--- src/rtl/fp_sub_seq.sv ---
// fp_sub_seq: multi-cycle IEEE 754 single-precision subtractor (diff = a - b).
// Truncating rounding. Denormals are flushed to zero. No guard/round/sticky bits.
// Ports:
//   clk   - clock, rising edge
//   rst_n - asynchronous active-low reset
//   start - operation request, sampled only while idle
//   a, b  - minuend / subtrahend (binary32)
//   diff  - result, held until the next completion
//   busy  - high whenever the block is not idle
//   done  - one-cycle pulse marking diff valid
module fp_sub_seq (
    input  logic        clk,
    input  logic        rst_n,
    input  logic        start,
    input  logic [31:0] a,
    input  logic [31:0] b,
    output logic [31:0] diff,
    output logic        busy,
    output logic        done
);

    localparam int unsigned EXP_W     = 8;
    localparam int unsigned MAN_W     = 23;
    localparam int unsigned SIG_W     = MAN_W + 1;
    localparam int unsigned ACC_W     = SIG_W + 1;
    localparam int unsigned CNT_W     = 5;
    localparam int unsigned MAX_SHIFT = 26;

    localparam logic [31:0] QNAN = 32'h7FC0_0000;

    typedef enum logic [2:0] {
        IDLE,
        ALIGN,
        ADD,
        NORM,
        DONE
    } state_t;

    state_t             state_q, state_d;
    logic               sign_q, sign_d;
    logic               sub_q, sub_d;
    logic [EXP_W-1:0]   exp_q, exp_d;
    logic [ACC_W-1:0]   mant_q, mant_d;
    logic [SIG_W-1:0]   mant_s_q, mant_s_d;
    logic [CNT_W-1:0]   cnt_q, cnt_d;
    logic [31:0]        diff_q, diff_d;
    logic               busy_q, busy_d;
    logic               done_q, done_d;

    // Operand decode; b is used with its sign inverted so a - b becomes a + (-b).
    logic [EXP_W-1:0] a_exp, b_exp;
    logic [MAN_W-1:0] a_man, b_man;
    logic             a_sign, bn_sign;
    logic             a_zero, b_zero, a_inf, b_inf, a_nan, b_nan;
    logic             b_bigger;

    assign a_sign  = a[31];
    assign bn_sign = ~b[31];
    assign a_exp   = a[30:23];
    assign b_exp   = b[30:23];
    assign a_man   = a[22:0];
    assign b_man   = b[22:0];
    assign a_zero  = (a_exp == '0);
    assign b_zero  = (b_exp == '0);
    assign a_inf   = (a_exp == '1) && (a_man == '0);
    assign b_inf   = (b_exp == '1) && (b_man == '0);
    assign a_nan   = (a_exp == '1) && (a_man != '0);
    assign b_nan   = (b_exp == '1) && (b_man != '0);
    assign b_bigger = {b_exp, b_man} > {a_exp, a_man};

    // Special-operand short cut straight to DONE.
    logic        spec_hit;
    logic [31:0] spec_res;

    always_comb begin
        spec_hit = 1'b1;
        spec_res = 32'h0000_0000;
        if (a_nan || b_nan) begin
            spec_res = QNAN;
        end else if (a_inf && b_inf) begin
            // inf + (-inf) after sign inversion of b is invalid
            spec_res = (a_sign != bn_sign) ? QNAN : a;
        end else if (a_inf) begin
            spec_res = a;
        end else if (b_inf) begin
            spec_res = {bn_sign, b[30:0]};
        end else if (a_zero && b_zero) begin
            spec_res = 32'h0000_0000;
        end else if (a_zero) begin
            spec_res = {bn_sign, b[30:0]};
        end else if (b_zero) begin
            spec_res = a;
        end else begin
            spec_hit = 1'b0;
        end
    end

    // Larger-magnitude operand first; alignment distance saturates once the
    // smaller significand would be fully shifted out.
    logic             l_sign, s_sign;
    logic [EXP_W-1:0] l_exp, s_exp, exp_gap;
    logic [MAN_W-1:0] l_man, s_man;
    logic [CNT_W-1:0] align_cnt;

    assign l_sign    = b_bigger ? bn_sign : a_sign;
    assign s_sign    = b_bigger ? a_sign  : bn_sign;
    assign l_exp     = b_bigger ? b_exp   : a_exp;
    assign s_exp     = b_bigger ? a_exp   : b_exp;
    assign l_man     = b_bigger ? b_man   : a_man;
    assign s_man     = b_bigger ? a_man   : b_man;
    assign exp_gap   = l_exp - s_exp;
    assign align_cnt = (exp_gap > EXP_W'(MAX_SHIFT)) ? CNT_W'(MAX_SHIFT) : exp_gap[CNT_W-1:0];

    // State register and datapath registers.
    always_ff @(posedge clk or negedge rst_n) begin
        if (!rst_n) begin
            state_q  <= IDLE;
            sign_q   <= 1'b0;
            sub_q    <= 1'b0;
            exp_q    <= '0;
            mant_q   <= '0;
            mant_s_q <= '0;
            cnt_q    <= '0;
            diff_q   <= '0;
            busy_q   <= 1'b0;
            done_q   <= 1'b0;
        end else begin
            state_q  <= state_d;
            sign_q   <= sign_d;
            sub_q    <= sub_d;
            exp_q    <= exp_d;
            mant_q   <= mant_d;
            mant_s_q <= mant_s_d;
            cnt_q    <= cnt_d;
            diff_q   <= diff_d;
            busy_q   <= busy_d;
            done_q   <= done_d;
        end
    end

    // Next-state and datapath update.
    always_comb begin
        state_d  = state_q;
        sign_d   = sign_q;
        sub_d    = sub_q;
        exp_d    = exp_q;
        mant_d   = mant_q;
        mant_s_d = mant_s_q;
        cnt_d    = cnt_q;
        diff_d   = diff_q;

        unique case (state_q)
            IDLE: begin
                if (start) begin
                    if (spec_hit) begin
                        diff_d  = spec_res;
                        state_d = DONE;
                    end else begin
                        sign_d   = l_sign;
                        sub_d    = (l_sign != s_sign);
                        exp_d    = l_exp;
                        mant_d   = {2'b01, l_man};
                        mant_s_d = {1'b1, s_man};
                        cnt_d    = align_cnt;
                        state_d  = ALIGN;
                    end
                end
            end
            ALIGN: begin
                if (cnt_q != '0) begin
                    mant_s_d = mant_s_q >> 1;
                    cnt_d    = cnt_q - CNT_W'(1);
                end else begin
                    state_d = ADD;
                end
            end
            ADD: begin
                // Larger magnitude is in mant_q, so the subtraction cannot wrap.
                if (sub_q) begin
                    mant_d = mant_q - {1'b0, mant_s_q};
                end else begin
                    mant_d = mant_q + {1'b0, mant_s_q};
                end
                state_d = NORM;
            end
            NORM: begin
                // One shift per cycle; range limits are checked on the following cycle.
                if (mant_q == '0) begin
                    diff_d  = 32'h0000_0000;
                    state_d = DONE;
                end else if (exp_q == '1) begin
                    diff_d  = {sign_q, {EXP_W{1'b1}}, {MAN_W{1'b0}}};
                    state_d = DONE;
                end else if (exp_q == '0) begin
                    diff_d  = 32'h0000_0000;
                    state_d = DONE;
                end else if (mant_q[ACC_W-1]) begin
                    mant_d = mant_q >> 1;
                    exp_d  = exp_q + EXP_W'(1);
                end else if (!mant_q[SIG_W-1]) begin
                    mant_d = mant_q << 1;
                    exp_d  = exp_q - EXP_W'(1);
                end else begin
                    diff_d  = {sign_q, exp_q, mant_q[MAN_W-1:0]};
                    state_d = DONE;
                end
            end
            DONE: begin
                state_d = IDLE;
            end
            default: begin
                state_d = IDLE;
            end
        endcase
    end

    // Status outputs are registered from the next state.
    always_comb begin
        busy_d = (state_d != IDLE);
        done_d = (state_d == DONE);
    end

    assign diff = diff_q;
    assign busy = busy_q;
    assign done = done_q;

endmodule

--- config.mk ---
export PLATFORM = sky130hd
export DESIGN_NAME = fp_sub_seq
export DESIGN_NICKNAME = d
export VERILOG_FILES = /design/src/rtl/fp_sub_seq.sv
export SDC_FILE = /design/constraint.sdc
export NUM_CORES = 1
export LEC_CHECK = 0
export CAP_MARGIN = 30
export CORE_ASPECT_RATIO = 0.8
export CORE_MARGIN = 2
export CORE_UTILIZATION = 35
export CTS_CLUSTER_SIZE = 25
export DETAILED_ROUTE_END_ITERATION = 16
export GPL_TIMING_DRIVEN = 0
export PLACE_DENSITY = 0.62
export REMOVE_ABC_BUFFERS = 1
export SLEW_MARGIN = 25
export SYNTH_ARGS = -nofsm -noshare
export SYNTH_HDL_FRONTEND = slang
export SYNTH_SLANG_ARGS = --single-unit
--- constraint.sdc ---
create_clock -name clk -period 3.9 [get_ports clk]
set_input_delay 0.39 -clock clk [delete_from_list [all_inputs] [get_ports clk]]
set_output_delay 0.39 -clock clk [all_outputs]
set_load 0.005 [all_outputs]
==> metrics.csv <==
metric;value;unit
Setup crit start;b[26];
CP max FO;7;
1st-iter DRT viols;762;
sequential area share after synthesis;27.6;%
Mapped Area;9140;um^2
final-report setup violation count;0;
Seq cells post-synth;101;
CTS tree;yes;
vias in the first global route;8738;
vias per cell;5.90;
number of flops mapped to enable cells by yosys;0;
xor and xnor area share after synthesis;4.60;%
fin nets;1377;
CTS H-tree depth;3;
reg-to-reg startpoint;mant_s_q[9];
Area growth, synth to finish;23.9;%
RR Endpoint;mant_q[24];
FF-to-FF path depth;14;
WP data required;4.16;ns
pin count of the biggest net entering global routing;64;
Syn Area/Cell;7.87;um^2
Overflow after GRT;0;
Worst IR Drop VDD;0.335;mV
1st-pass router iterations;6;
Max-Cap Viols;0;
CTS Sinks;101;
HPWL Detailed;23100;um
area share of and/or/nand/nor cells after synthesis;18.4;%
Worst-path clk slew;0.09;ns
Post-synth top flop;dfrtp_1;
Yosys cell types;70;
antenna violations before repair;0;
Antenna diodes;0;
status;completed;
Clock Skew;0.0145;ns
kind of critical path;in2reg;
Final Non-Filler Cells;1599;
Lkg Pwr;4.92;nW
adder-cell share of the synthesized area;9.33;%
Tot GR Track Use;23.7;%
core area;25500;um^2
slew of the pin with the lowest slew margin;1.08;ns
Final Wtd Congestion;0.894;
Worst EP arrival;4.10;ns
clk buf depth;2;
Final Max Slew Viols;0;
FFs w/ async S/R, synth;100;%
Final min period;3.84;ns
Yosys top cell by area;dfrtp_1;
DRT antenna net count;0;
Critical Path Sink Type;flop;
Clock Latency Late Sink;0.37;ns
most frequent cells after synthesis;nand2_1, a21oi_1, dfrtp_1, nor2_1, o21ai_0;
die area;27400;um^2
Slew headroom;27.7;%
cell count after synthesis;1162;
Starting Density;35.8;%
IO Pins;101;
Tcrit/Tclk final;98.4;%
Power per Cell Area;792;nW/um^2
Synth Area in Compound Gates;27.4;%
Fin. Hold Viols;0;
final wirelength;33000;um
share of the synthesized area in the top cell type;27.6;%
count leader, synth;nand2_1;
main combinational cell family by area after synthesis;compound AO/OA/AOI/OAI gates;
Max Clk Rate;261;MHz
Synth Warn #;0;
first-pass GRT wire length;50100;um
# rows;52;
largest cells by area after synthesis;dfrtp_1, ha_1, a21oi_1, nand2_1, o21ai_0;
Hold Crit Class;in2async;
die extent in x;185;um
IO buf count;100;
FILL cells;2564;
via count;9442;
Die Height;149;um
Hold-fix buffers, CTS;0;
mux contribution to synthesized area;6.42;%
total CTS buffers;9;
reg-to-reg slack, setup;0.14;ns
placed insts;1556;
share of layout cells above drive strength 1;15.9;%
critical path launch point type;primary input;
Core Util, Final;44.4;%
DRC;0;
root buffer cell;clkbuf_16;
worst setup path endpoint;cnt_q[0];
Avg WL per Cell;20.7;um
per-stage QoR:
step	hold slack, ns	instance area (um^2)	setup TNS, ns	setup slack [ns]	power (mW)
after floorplan	0.0944	8850	-5.11	-1.04	5.93
after global placement	0.464	10300	-356.81	-2.87	7.32
after detailed placement	0.425	10600	-22.96	-1.57	7.56
after CTS	0.0313	11200	0	0.00890	8.74
after global routing	0.0538	11300	-0.0456	-0.0335	9.67
final	0.00861	11300	0	0.0641	8.97
flip-flops by register name, indices dropped and copies added (netlist names):
signal and count:
mant_s_q 24, diff 32, mant_q 25, busy 1, state_q 3, cnt_q 5
exp_q 8, done 1, sub_q 1, sign_q 1
routing by layer:
layer  up-vias  global-route usage (%)  share of wire, %  wire length (um)
met5         -                       0                 0                 0
met4         0                    7.90               2.9               946
met3        60                    3.80               6.8              2260
met2       340                    36.7                45             14700
met1      4604                    33.7                46             15100
li1       4438                       -                 -                 -
cells in the final DEF, fill, tap and decap left out, types with 37 or more instances in the layout:
master / n
inv_1: 66
nor2_1: 95
xnor2_1: 38
a21oi_1: 111
dfrtp_1: 98
clkdlybuf4s50_1: 37
nand2_1: 119
ha_1: 46
o21ai_0: 83
mux2i_1: 38
kinds of logic (layout without fill, tap and decap cells):
logic type,count (synthesis),count (layout)
flip-flops,101,101
buffers and inverters,142,227
multiplexers,56,56
AND/OR/NAND/NOR,355,355
adder cells (fa/ha/maj),67,67
XOR/XNOR,48,48
AO/OA/AOI/OAI,393,394
timing repair:
item                       CTS  global route
pin swaps                   16            26
setup buffers               11            15
setup endpoints to repair   17            14
gates cloned                 2             0
gates resized for setup    124           116
how the worst min path moves through the flow:
stage                     cells past startpoint  endpoint
after floorplan                               0      busy
after global placement                        2  diff[27]
after detailed placement                      1  diff[19]
after CTS                                     1  diff[27]
after global routing                          1  diff[27]
final                                         1  diff[21]
final cells by class:
type                    instances  area [um^2]  area share (%)
clock buffers                  11          243            2.14
clock inverters                 5         36.3           0.320
inverters                      74          278            2.45
multi-input cells             920         6530            57.7
flip-flops and latches        101         2530            22.4
well taps                     351          439            3.88
repair buffers                137         1260            11.2
power by group:
group / switching [mW] / internal, mW / leakage, nW
Combinational: 3.20 / 2.63 / 3.53
Sequential: 0.732 / 1.48 / 1.25
Clock: 0.477 / 0.453 / 0.128
Total: 4.41 / 4.56 / 4.92
worst max-delay path: stages:
cell and delay, ns:
dlygate4sd2_1 0.34, ha_4 0.35, nand4_2 0.19, nor4_4 0.37, nand2_2 0.13, a22oi_4 0.22, clkbuf_16 0.18, nor2_1 0.05
a22oi_1 0.21, ha_2 0.22, nand2_1 0.08, nand2_1 0.08, a21o_1 0.15, a32oi_1 0.10, mux2_2 0.26, o211ai_1 0.10
xor2_1 0.27, nor4_4 0.09, a221o_1 0.31
(Power assumes the default switching activity.)
